==> src/rtl/unary_dot_mac.sv <==
// unary_dot_mac
// Serial unary dot-product engine with bias and saturation.
// Consumes TERMS frames of U = 2^BIN_BITS accepted bits each, where every
// frame carries two unary operands (a, b). Frame 0 also carries a unary
// bias (c). The block accumulates
//   R = min(U, c + sum floor(a*b/U)).
// It then replays R as a unary frame on out, with out_valid high for U cycles.
//
// Ports
//   clk        rising-edge clock
//   reset_n    asynchronous active-low reset
//   start      begin a new dot product (honoured only while idle)
//   clear      synchronous abort back to idle, highest priority
//   in_valid   a/b/c carry a bit this cycle
//   in_ready   block is accumulating and will take a/b/c bits
//   a, b       serial unary operands
//   c          serial unary bias (counted during frame 0 only)
//   out        serial unary result
//   out_valid  out is meaningful
//   done       one-cycle pulse after the last result bit
//   result     binary result R, held until the next start
//   sat        sticky flag: some accumulation exceeded U and was clamped
module unary_dot_mac #(
  parameter int BIN_BITS = 4,
  parameter int TERMS    = 4
) (
  input  logic                clk,
  input  logic                reset_n,
  input  logic                start,
  input  logic                clear,
  input  logic                in_valid,
  output logic                in_ready,
  input  logic                a,
  input  logic                b,
  input  logic                c,
  output logic                out,
  output logic                out_valid,
  output logic                done,
  output logic [BIN_BITS:0]   result,
  output logic                sat
);

  localparam int U  = 1 << BIN_BITS;
  localparam int CW = BIN_BITS + 1;          // counts hold 0..U
  localparam int PW = 2 * BIN_BITS + 2;      // full product width
  localparam int TW = (TERMS > 1) ? $clog2(TERMS) : 1;

  localparam logic [CW-1:0]       LAST_BIT  = CW'(U - 1);
  localparam logic [CW-1:0]       U_CLAMP   = CW'(U);
  localparam logic [PW-1:0]       U_WIDE    = PW'(U);
  localparam logic [TW-1:0]       LAST_TERM = TW'(TERMS - 1);
  localparam logic [BIN_BITS-1:0] LAST_EMIT = BIN_BITS'(U - 1);

  typedef enum logic [1:0] {
    IDLE  = 2'd0,
    ACCUM = 2'd1,
    EMIT  = 2'd2
  } state_t;

  state_t state, state_next;

  logic [CW-1:0]       bit_cnt;
  logic [TW-1:0]       term_cnt;
  logic [CW-1:0]       cnt_a, cnt_b, cnt_c;
  logic [CW-1:0]       acc;
  logic [BIN_BITS-1:0] emit_cnt;

  logic          accept;
  logic          frame_end;
  logic          first_term;
  logic          last_term;
  logic [CW-1:0] a_tot, b_tot, c_tot;
  logic [PW-1:0] prod;
  logic [PW-1:0] sum;
  logic          over;
  logic [CW-1:0] acc_new;

  assign accept     = in_valid && (state == ACCUM);
  assign frame_end  = accept && (bit_cnt == LAST_BIT);
  assign first_term = (term_cnt == TW'(0));
  assign last_term  = (term_cnt == LAST_TERM);

  // Popcounts including the bit being accepted this cycle, so the closing
  // bit of a frame contributes to its own product.
  assign a_tot = cnt_a + CW'(a);
  assign b_tot = cnt_b + CW'(b);
  assign c_tot = cnt_c + CW'(c && first_term);

  // Full-width product, then divide by U. The sum stays wide so that an
  // overflow past U is always visible to the clamp.
  assign prod    = PW'(a_tot) * PW'(b_tot);
  assign sum     = PW'(first_term ? c_tot : acc) + (prod >> BIN_BITS);
  assign over    = (sum > U_WIDE);
  assign acc_new = over ? U_CLAMP : sum[CW-1:0];

  // State register
  always_ff @(posedge clk or negedge reset_n) begin
    if (!reset_n) begin
      state <= IDLE;
    end else begin
      state <= state_next;
    end
  end

  // Next state and Moore outputs
  always_comb begin
    state_next = state;
    in_ready   = 1'b0;
    out_valid  = 1'b0;
    out        = 1'b0;
    case (state)
      IDLE: begin
        if (start) state_next = ACCUM;
      end
      ACCUM: begin
        in_ready = 1'b1;
        if (frame_end && last_term) state_next = EMIT;
      end
      EMIT: begin
        out_valid = 1'b1;
        // Ones first, then zeros: first R of the U cycles are high.
        out       = ({1'b0, emit_cnt} < result);
        if (emit_cnt == LAST_EMIT) state_next = IDLE;
      end
      default: state_next = IDLE;
    endcase
    if (clear) state_next = IDLE;
  end

  // Datapath
  always_ff @(posedge clk or negedge reset_n) begin
    if (!reset_n) begin
      bit_cnt  <= '0;
      term_cnt <= '0;
      cnt_a    <= '0;
      cnt_b    <= '0;
      cnt_c    <= '0;
      acc      <= '0;
      emit_cnt <= '0;
      result   <= '0;
      sat      <= 1'b0;
      done     <= 1'b0;
    end else begin
      done <= 1'b0;
      // clear only aborts the sequence; result and sat are kept.
      if (!clear) begin
        case (state)
          IDLE: begin
            if (start) begin
              bit_cnt  <= '0;
              term_cnt <= '0;
              cnt_a    <= '0;
              cnt_b    <= '0;
              cnt_c    <= '0;
              acc      <= '0;
              emit_cnt <= '0;
              result   <= '0;
              sat      <= 1'b0;
            end
          end
          ACCUM: begin
            if (frame_end) begin
              bit_cnt  <= '0;
              cnt_a    <= '0;
              cnt_b    <= '0;
              cnt_c    <= '0;
              acc      <= acc_new;
              term_cnt <= term_cnt + TW'(1);
              if (over) sat <= 1'b1;
              if (last_term) begin
                result   <= acc_new;
                emit_cnt <= '0;
              end
            end else if (accept) begin
              bit_cnt <= bit_cnt + CW'(1);
              cnt_a   <= a_tot;
              cnt_b   <= b_tot;
              cnt_c   <= c_tot;
            end
          end
          EMIT: begin
            emit_cnt <= emit_cnt + BIN_BITS'(1);
            if (emit_cnt == LAST_EMIT) done <= 1'b1;
          end
          default: ;
        endcase
      end
    end
  end

endmodule

==> config.mk <==
export PLATFORM = sky130hd
export DESIGN_NAME = unary_dot_mac
export DESIGN_NICKNAME = d
export VERILOG_FILES = /design/src/rtl/unary_dot_mac.sv
export SDC_FILE = /design/constraint.sdc
export NUM_CORES = 1
export LEC_CHECK = 0
export BUFFER_PORTS_ARGS = -buffer_cell sky130_fd_sc_hd__buf_4
export CORE_UTILIZATION = 56
export DETAILED_ROUTE_END_ITERATION = 10
export PLACE_DENSITY = 0.82
export SETUP_SLACK_MARGIN = 0.05
export SLEW_MARGIN = 15
export SYNTH_ARGS = -nofsm -noshare
export SYNTH_HDL_FRONTEND = slang
export SYNTH_SLANG_ARGS = --single-unit
==> constraint.sdc <==
create_clock -name clk -period 5.3 [get_ports clk]
set_input_delay 0.53 -clock clk [delete_from_list [all_inputs] [get_ports clk]]
set_output_delay 0.53 -clock clk [all_outputs]
set_load 0.05 [all_outputs]
==> impl_metrics.yaml <==
route:
  drt_first_pass_iters: 4
  drt-total-wl_microns: 6550
  routedWlPerCell_microns: 14.6
  vias: 2545
  initialDrtViolationCount: 156
  ant_nets: 0
  drcViolationCount: 0
  vias_per_cell: 5.67
floorplan:
  die_x_microns: 75.7
  ios: 18
  die-height_microns: 75.7
  rows: 26
  initial_core_util_pct: 58.9
  fp.dieArea_sq_um: 5740
  core_sq_um: 5170
global_routing:
  antenna_found_initial: 0
  grt_overflow: 0
  grt_start_max_net_pins: 41
  grt_pass1_vias: 2442
  grt_pass1_wl_microns: 10900
  grt_usage_pct: 25.3
power:
  power_switching_uw: 329
  p_leak_uw: 0.00175
  p_sw_share_pct: 37.4
  p_clk_share_pct: 22.3
  power.internal_uw: 551
  power_frac_seq_pct: 41.8
  max-vdd-ir-drop_uv: 157
  powerDensity_nw_per_um2: 239
  p_comb_share_pct: 35.9
critical_path:
  critical_path_buf_inv_count: 1
  timing.rr.end: "acc[1]$_DFFE_PN0P_"
  ff2ff_setup_slack_ps: -30
  r2r_cells: 21
  cp.required_ps: 5500
  crit_chain: "ha_4 > ha_4 > nand3_4 > xor2_4 > nand2b_4 > fa_1 > fa_1 > fa_1 > inv_2 > ha_4 > nand4_1 > o211ai_2 > nor2_1 > xnor2_1 > ha_1 > a21o_1 > a21oi_2 > xnor2_2 > a41oi_2 > or4_4 > o31ai_2"
  critPathMaxFanout: 7
  crit_family: "adder cells"
  crit_type: "register to register"
  end_kind: "register"
  worstReg2RegStart: "cnt_b[0]$_DFFE_PN0P_"
  max_stage_delay_ps: 530
  arrival_ps: 5520
  start_kind: "register"
  crit_path_top_delay_cell: "or4_4"
cts:
  cts_tree: "built"
  cts-hold-fix-buffers: 0
  root_buffer: "clkbuf_8"
  clkTransAtPathRegs_ps: 80
  numCtsBuffers: 5
  clock_latency_ps: 290
  cts_buffer_depth: 2
  htree_levels: 2
  clock_sinks: 40
timing:
  final_max_slew_viol_count: 0
  skew_ps: 2.92
  min_period_ps: 5330
  fmax_ghz: 0.188
  worst_pin_slew_ps: 808
  fin_crit_sh_pct: 100
  worst_slack_ps: -25.0
  slew_headroom_pct: 46.1
  rsz0062_at_grt: "true"
  hold_ws_ps: 214
  timing.setup.tns_ps: -64.0
  setup_viol: 4
  hold_violations: 0
yosys:
  syn_area_sq_um: 3050
  synth_fp_nets: 393
  synth_cell_types: 43
  synth-seq-cells: 40
  syn_area_per_cell_sq_um: 8.90
  async_reset_ff_share_pct: 100
  seq_area_frac_synth_pct: 32.9
  synth_ff_type: "dfrtp_1"
  synth_edf_count: 0
  ys_warn_count: 0
  synth_cells: 342
finish:
  diodes: 0
  fill_cells: 374
  area_growth_pct: 21.1
  finalNetCount: 430
  drive_gt1_share_pct: 21.1
  fin_util_pct: 71.3
place:
  io_buffer_count: 17
  place_congestion: 0.841
  pre_cts_ws_ps: -242
  dp_hpwl_microns: 4790
run_status:
  status: "finished, violations left"
  violations: "setup timing"
run:
  max-cap-violations: 0
worst_hold_path:
  hold_path_class: "input pin to asynchronous set/reset pin"
==> per-layer routing <==
metal	part of all wire, %	global-route usage, %	vias up	routed length (microns)
li1	-	-	1244	-
met1	49	36.1	1244	3190
met2	47	39.3	49	3070
met3	3.0	4.23	8	198
met4	1.5	7.82	0	95
met5	0	0	-	0
==> power groups by stage <==
stage                     Sequential (uW)  Clock, uW  Combinational [uW]
after global placement                372          0                 277
after CTS                             368        196                 288
final                                 368        197                 316
after global routing                  373        207                 345
after floorplan                       391          0                 179
after detailed placement              372          0                 285
==> placed cells by master, fill, tap and decap left out, drive strengths merged, types with 2 or more instances in the layout <==
cell / instances
a211o: 2
buf: 39
o31ai: 11
o41ai: 2
nor2: 25
clkbuf: 6
nor3: 5
a21boi: 2
nand2b: 13
nand3: 12
ha: 34
dfrtp: 40
inv: 27
xor2: 12
and2: 5
fa: 9
nand4: 4
nand2: 56
a21oi: 13
o21bai: 2
nor2b: 2
a21o: 4
xnor2: 8
mux2: 3
a41oi: 2
o21ai: 28
==> worst max-delay path by stage <==
stage | slack (ps) | start | cells past startpoint | to
CTS | 60 | cnt_a[0]$_DFFE_PN0P_ | 20 | acc[1]$_DFFE_PN0P_
floorplan | 30 | b | 22 | acc[1]$_DFFE_PN0P_
finish | -30 | cnt_b[0]$_DFFE_PN0P_ | 21 | acc[1]$_DFFE_PN0P_
global placement | -180 | a | 22 | result[3]$_DFFE_PN0P_
detailed placement | -240 | a | 22 | result[3]$_DFFE_PN0P_
global route | -250 | cnt_b[0]$_DFFE_PN0P_ | 21 | acc[1]$_DFFE_PN0P_
==> cell families after synthesis <==
kind of cell,synth area share (%)
AOI/OAI and AO/OA,17.1
xor gates and xnor gates,5.75
adders and majority gates,19.9
buffers and inverters,4.72
DFF,32.9
muxes,1.11
and+or+nand+nor,18.5
==> cells in the mapped netlist (all sizes together), types with 2 or more instances <==
cell type  count  area (sq um)
nand2         56           210
dfrtp         40          1000
ha            34           425
o21ai         28           140
inv           27           101
nor2          25          93.8
a21oi         13          65.1
nand2b        13          81.3
nand3         12          60.1
xor2          12           105
o31ai         11           106
fa             9           180
xnor2          8          70.1
clkbuf         7          26.3
and2           5          31.3
nor3           5          25.0
a21o           4          30.0
nand4          4          31.3
mux2           3          33.8
a211o          2          17.5
a21boi         2          15.0
a41oi          2          25.0
buf            2          16.3
nor2b          2          12.5
o21bai         2          15.0
o41ai          2          17.5
==> what timing repair did <==
item | 4_1_cts | 5_1_grt
hold endpoints to repair | 0 | 0
setup buffers | 0 | 3
resized for setup | 4 | 17
endpoints found under the setup margin | 8 | 11
pin swaps | 1 | 8
==> worst reg2reg max path: cells and delay by family, from the launching register on <==
kind	cells	cell delay (ps)
adder cells (fa/ha/maj)	7	2390
flip-flops	1	410
AO/OA/AOI/OAI	5	940
XOR/XNOR	3	480
AND/OR/NAND/NOR	5	970
buffers and inverters	1	50
==> cell type report <==
type	instances	area [sq um]	area share [%]
Tap cell	70	87.6	2.37
Clock buffer	6	72.6	1.97
Multi-Input combinational cell	266	2130	57.7
Clock inverter	1	5.00	0.136
Timing Repair Buffer	39	293	7.94
Inverter	27	101	2.75
Sequential cell	40	1000	27.1
==> state kept, by name, indices dropped and copies added (netlist names), 4 cells and up <==
register,flops
acc,5
bit_cnt,5
cnt_a,5
cnt_b,5
cnt_c,5
result,5
emit_cnt,4
==> per-stage QoR <==
stage	power (uW)	instances	cell area, sq um
CTS	852	446	3560
finish	881	449	3690
global route	925	449	3690
floorplan	570	342	3140
detailed placement	657	439	3460
global placement	649	439	3460
(Power assumes the default switching activity.)
